**config.mk**
```make
export PLATFORM = sky130hd
export DESIGN_NAME = sp_ram_master
export DESIGN_NICKNAME = d
export VERILOG_FILES = /design/src/rtl/sp_ram_master_pkg.sv /design/src/rtl/sp_ram_rd_buf.sv /design/src/rtl/sp_ram_master.sv
export SDC_FILE = /design/constraint.sdc
export NUM_CORES = 1
export LEC_CHECK = 0
export BUFFER_PORTS_ARGS = -buffer_cell sky130_fd_sc_hd__clkbuf_2
export CAP_MARGIN = 25
export CORE_UTILIZATION = 50
export DETAILED_ROUTE_END_ITERATION = 8
export GPL_TIMING_DRIVEN = 0
export PLACE_DENSITY = 0.8
export SYNTH_ARGS = -nofsm -noshare
export SYNTH_HDL_FRONTEND = slang
export SYNTH_HIERARCHICAL = 1
export SYNTH_SLANG_ARGS = --single-unit
```
**constraint.sdc**
```tcl
create_clock -name clk_i -period 2.2 [get_ports clk_i]
set_input_delay 0.44 -clock clk_i [delete_from_list [all_inputs] [get_ports clk_i]]
set_output_delay 0.44 -clock clk_i [all_outputs]
set_load 0.1 [all_outputs]
```
**src/rtl/sp_ram_master_pkg.sv**
```systemverilog
// rtl/sp_ram_master_pkg.sv - shared FSM state type and default widths for sp_ram_master
package sp_ram_master_pkg;

  localparam int DEF_ADDR_W = 5;
  localparam int DEF_DATA_W = 8;
  localparam int DEF_LEN_W  = 5;

  typedef enum logic [1:0] {
    ST_IDLE  = 2'd0,
    ST_WRITE = 2'd1,
    ST_READ  = 2'd2,
    ST_DRAIN = 2'd3
  } state_e;

endpackage

```
**src/rtl/sp_ram_rd_buf.sv**
```systemverilog
// rtl/sp_ram_rd_buf.sv - 2-entry synchronous FIFO holding read beats; push and pop may coincide
module sp_ram_rd_buf #(
  parameter int DATA_W = 8
) (
  input  logic              clk_i,
  input  logic              rst_i,
  input  logic              push_i,
  input  logic [DATA_W-1:0] push_data_i,
  input  logic              pop_i,
  output logic [1:0]        count_o,
  output logic [DATA_W-1:0] head_o
);

  logic [DATA_W-1:0] mem_q [2];
  logic              rd_ptr_q;
  logic              wr_ptr_q;
  logic [1:0]        count_q;

  always_ff @(posedge clk_i) begin
    if (rst_i) begin
      mem_q[0] <= '0;
      mem_q[1] <= '0;
      rd_ptr_q <= 1'b0;
      wr_ptr_q <= 1'b0;
      count_q  <= 2'd0;
    end else begin
      if (push_i) begin
        mem_q[wr_ptr_q] <= push_data_i;
        wr_ptr_q        <= ~wr_ptr_q;
      end
      if (pop_i) begin
        rd_ptr_q <= ~rd_ptr_q;
      end
      count_q <= count_q + {1'b0, push_i} - {1'b0, pop_i};
    end
  end

  assign count_o = count_q;
  assign head_o  = mem_q[rd_ptr_q];

endmodule

```
**src/rtl/sp_ram_master.sv**
```systemverilog
// rtl/sp_ram_master.sv - burst engine driving one single-port RAM; SP_RAM_MASTER_ERR_EN rejects
// bursts that would run past the top address instead of wrapping.
module sp_ram_master
  import sp_ram_master_pkg::*;
#(
  parameter int ADDR_W = DEF_ADDR_W,
  parameter int DATA_W = DEF_DATA_W,
  parameter int LEN_W  = DEF_LEN_W
) (
  input  logic              clk_i,
  input  logic              rst_i,
  input  logic              cmd_valid_i,
  output logic              cmd_ready_o,
  input  logic              cmd_write_i,
  input  logic [ADDR_W-1:0] cmd_addr_i,
  input  logic [LEN_W-1:0]  cmd_len_i,
  input  logic              wr_valid_i,
  output logic              wr_ready_o,
  input  logic [DATA_W-1:0] wr_data_i,
  output logic              rd_valid_o,
  input  logic              rd_ready_i,
  output logic [DATA_W-1:0] rd_data_o,
  output logic              done_o,
  output logic              err_o,
  output logic              ram_en_o,
  output logic              ram_we_o,
  output logic [ADDR_W-1:0] ram_addr_o,
  output logic [DATA_W-1:0] ram_wdata_o,
  input  logic [DATA_W-1:0] ram_rdata_i
);

  state_e            state_q, state_d;
  logic [ADDR_W-1:0] addr_q, addr_d;
  logic [LEN_W:0]    remain_q, remain_d;
  logic              inflight_q;
  logic              done_q, done_d;
  logic              err_q, err_d;
  logic              issue, wr_hs, pop, access, overflow;
  logic [1:0]        count;
  logic [2:0]        occ, lim;

`ifdef SP_RAM_MASTER_ERR_EN
  logic [ADDR_W+LEN_W:0] end_addr;
  assign end_addr = (ADDR_W+LEN_W+1)'(cmd_addr_i) + (ADDR_W+LEN_W+1)'(cmd_len_i);
  assign overflow = |end_addr[ADDR_W+LEN_W:ADDR_W];
`else
  assign overflow = 1'b0;
`endif

  assign pop = rd_valid_o & rd_ready_i;
  // Buffer slots already claimed: entries held plus the word still coming out of the RAM.
  assign occ = {1'b0, count} + {2'b00, inflight_q};
  assign lim = 3'd2 + {2'b00, pop};

  always_comb begin
    state_d     = state_q;
    addr_d      = addr_q;
    remain_d    = remain_q;
    done_d      = 1'b0;
    err_d       = 1'b0;
    issue       = 1'b0;
    wr_hs       = 1'b0;
    cmd_ready_o = 1'b0;
    wr_ready_o  = 1'b0;
    case (state_q)
      ST_IDLE: begin
        cmd_ready_o = 1'b1;
        if (cmd_valid_i) begin
          if (overflow) begin
            err_d = 1'b1;
          end else begin
            addr_d   = cmd_addr_i;
            remain_d = {1'b0, cmd_len_i} + (LEN_W+1)'(1);
            state_d  = cmd_write_i ? ST_WRITE : ST_READ;
          end
        end
      end
      ST_WRITE: begin
        wr_ready_o = 1'b1;
        if (wr_valid_i) begin
          wr_hs    = 1'b1;
          addr_d   = addr_q + ADDR_W'(1);
          remain_d = remain_q - (LEN_W+1)'(1);
          if (remain_q == (LEN_W+1)'(1)) begin
            state_d = ST_IDLE;
            done_d  = 1'b1;
          end
        end
      end
      ST_READ: begin
        if (occ < lim) begin
          issue    = 1'b1;
          addr_d   = addr_q + ADDR_W'(1);
          remain_d = remain_q - (LEN_W+1)'(1);
          if (remain_q == (LEN_W+1)'(1)) begin
            state_d = ST_DRAIN;
          end
        end
      end
      ST_DRAIN: begin
        if (!inflight_q && (count == 2'd0 || (count == 2'd1 && pop))) begin
          state_d = ST_IDLE;
          done_d  = 1'b1;
        end
      end
      default: state_d = ST_IDLE;
    endcase
  end

  always_ff @(posedge clk_i) begin
    if (rst_i) begin
      state_q    <= ST_IDLE;
      addr_q     <= '0;
      remain_q   <= '0;
      inflight_q <= 1'b0;
      done_q     <= 1'b0;
      err_q      <= 1'b0;
    end else begin
      state_q    <= state_d;
      addr_q     <= addr_d;
      remain_q   <= remain_d;
      inflight_q <= issue;
      done_q     <= done_d;
      err_q      <= err_d;
    end
  end

  sp_ram_rd_buf #(
    .DATA_W(DATA_W)
  ) u_rd_buf (
    .clk_i      (clk_i),
    .rst_i      (rst_i),
    .push_i     (inflight_q),
    .push_data_i(ram_rdata_i),
    .pop_i      (pop),
    .count_o    (count),
    .head_o     (rd_data_o)
  );

  // Reset kills any access in the same cycle so an aborted burst cannot touch the RAM.
  assign access      = (wr_hs | issue) & ~rst_i;
  assign ram_en_o    = access;
  assign ram_we_o    = wr_hs & ~rst_i;
  assign ram_addr_o  = access ? addr_q : '0;
  assign ram_wdata_o = (wr_hs & ~rst_i) ? wr_data_i : '0;
  assign rd_valid_o  = (count != 2'd0);
  assign done_o      = done_q;
  assign err_o       = err_q;

endmodule

```
==> metrics.cfg <==
[timing]
fmax_ghz=0.4024
setup_slack_ps=-285.1
rsz0062_at_grt=true
skew_ps=5.255
relSlewSlack=0.6389
min_period_ps=2485
finalCritPeriodShare=1.130
worst_pin_slew_ps=544.0
hold_viol=0
finalSetupViolations=6
drv_slew=0

[route]
vias_per_cell=5.222
first_pass_iters=4
dr_total_vias=1812
remaining_drc_errors=0
drt_iter0_markers=129
antenna_left=0
wire_per_inst_um=13.98
wirelength_um=4850

[flow_run]
drv_cap=0

[run_status]
status=finished with violations
violations=setup timing

[yosys]
yosysWarnings=6
syn_area_per_cell_sq_um=9.177
yosys.area.top_type=edfxtp_1
synth_nets=271
seq_area_frac_synth=0.4228
synth.area.top_cells=edfxtp_1, dfxtp_1, ha_1
synth_ff_type=dfxtp_1
syn-cell-area_sq_mm=0.002083
synthArstFlopShare=0
yosysTopAreaCellShare=0.2306
synth_edf_count=16
ys_ff_latch=36
synthDistinctLibCells=41
syn_inst=227

[grt]
grt_pass1_vias=1793
grtUsageTotal=0.2387
grt_max_degree=12
antenna_found_initial=0
grt_pass1_wl_um=8100
gr-total-overflow=0

[critical_path]
critPathMaxFanout=6
crit_slowest_cell=dfxtp_4
start_kind=register
critical_path.max_stage_delay_ps=350
worstPathCellList=ha_4 > ha_4 > o21a_1 > nor4_4 > nor2_4 > clkinvlp_4 > clkbuf_16
worstPathRequired_ps=1760
timing.rr.start=state_q[0]$_SDFFE_PP0P_
crit_start=u_rd_buf/count_o[0]$_SDFF_PP0_
worstSetupPathType=register to output port
cp_common_cell=ha_4
worstSetupEndpointType=output port
arrival_ps=2050

[power]
power_switching_w=0.002094
p_int_w=0.001968
power_density_mw_per_mm2=1431
comb_power_share=0.634
p_seq_frac=0.259
clkPwrFrac=0.107
peakVddDrop_mv=0.9502
p_sw_frac=0.5156
p_leak_nw=1.194

[final_layout]
filler_cell_count=295
drive_gt1_frac=0.3805
layout_commonest_cell=clkbuf_2
area_delta_synth_final_pct=36.22
final_nets=340
fin_cells=347
final_cell_mix=clkbuf_2, nor2_1, dfxtp_1, edfxtp_1
antennaDiodeCount=0

[worst_hold_path]
hold_class=input pin to register
min-delay-start=wr_valid_i

[floorplan]
fp-row-count=23
die_width_um=66.55
num_io_pins=60
coreArea_sq_mm=0.004000
fp.dieH_um=66.55
initial_core_util=0.5208
die_area_sq_mm=0.004429

[place]
dp_slack_ps=-273.8
place.gp.congestion=0.8530
place_inst=335
io_buffers=58
place_hpwl_um=3341

[cts]
cts_tree=yes
clk_pin_slew_ps=70
cts-buffers-inserted=5
htree_levels=2
cts_root_buffer=clkbuf_8
clock_path_buffers=2
clock_sink_count=36
clock_latency_ps=280

## final cells by class
cell class	instances	area [sq um]	area share
Buffer	10	75.07	0.02646
Tap cell	50	62.56	0.02205
Timing Repair Buffer	62	460.4	0.1623
Clock buffer	6	72.57	0.02557
Clock inverter	2	7.507	0.002646
Multi-Input combinational cell	168	1216	0.4286
Sequential cell	36	890.9	0.3139
Inverter	13	52.55	0.01852
## path summary, 6_finish.rpt
path	end	slack [ps]	depth (start not counted)
worst max-delay path	ram_en_o	-290	7
worst min-delay path	done_o$_SDFF_PP0_	440	3
worst max register to register	remain_q[5]$_SDFFE_PP0P_	300	6
worst min register to register	u_rd_buf/wr_ptr_q$_SDFFE_PP0P_	490	2
## power by group through the flow
stage               logic [W]  clock network, W  registers, W
floorplan             0.00205                 0       0.00102
global placement      0.00237                 0       0.00105
detailed placement    0.00241                 0       0.00105
CTS                   0.00255          0.000446       0.00104
global route          0.00281          0.000470       0.00108
finish                0.00258          0.000435       0.00105
## sequential cells by signal (all words and copies together) (netlist names), named ones only
name and cells:
addr_q 5, done_o 1, inflight_q 1, remain_q 6, state_q 2, u_rd_buf/count_o 2, u_rd_buf/mem_q 16, u_rd_buf/rd_ptr_q 1
u_rd_buf/wr_ptr_q 1
## synth_stat cells, drive strengths merged (2+ instances only)
master   n
a211oi   2
a21boi   3
a21oi   12
and2     8
buf      6
clkbuf   4
dfxtp   20
edfxtp  16
ha      12
inv     13
mux2     8
mux2i    4
nand2   15
nand2b  13
nand3    6
nand4    2
nor2    28
nor2b   12
nor3     5
o21a     2
o21ai   16
o22ai    2
o311a    2
o32ai    3
xnor2    2
xor2     2
## per-layer routing
metal  part of all wire  up-vias  track usage
met3              0.047       12      0.06164
met2               0.52       47       0.4167
met4              0.018        0      0.07713
met1               0.42      827       0.2816
li1                   -      926            -
met5                  0        -            0
## cell families after synthesis
group                      after synthesis  share of synthesized area
other                                    1                   0.001800
AOI/OAI and AO/OA                       45                     0.1339
xor gates and xnor gates                 5                    0.02763
DFF                                     36                     0.4228
muxes                                   12                    0.06246
and+or+nand+nor                         93                     0.2300
buffers and inverters                   23                    0.04925
adders and majority gates               12                    0.07207
## worst max-delay path: cells and delay by family (launching register included)
family / cells / cell delay [ps]
AOI/OAI and AO/OA: 1 / 170
buffers and inverters: 2 / 400
adders and majority gates: 2 / 410
and+or+nand+nor: 2 / 420
DFF: 1 / 350
## what timing repair did
item | in CTS | in global routing
endpoints found under the setup margin | 14 | 6
setup buffers | 4 | 0
hold buffers | 0 | 0
gates resized for setup | 34 | 2
hold endpoints to repair | 0 | 0
pin swaps | 4 | 2
## metrics by stage
stage	TNS, ps	area [sq um]	hold slack (ps)	power (W)	util
global route	-1765	2838	441.6	0.004353	0.7094
global placement	-1394	2541	466.0	0.003421	0.6353
CTS	-1514	2833	434.4	0.004037	0.7082
detailed placement	-1560	2541	479.9	0.003460	0.6353
floorplan	-617.2	2188	457.5	0.003076	-
finish	-1287	2838	439.3	0.004061	0.7094
No activity file was read; power rests on OpenSTA's default activity.
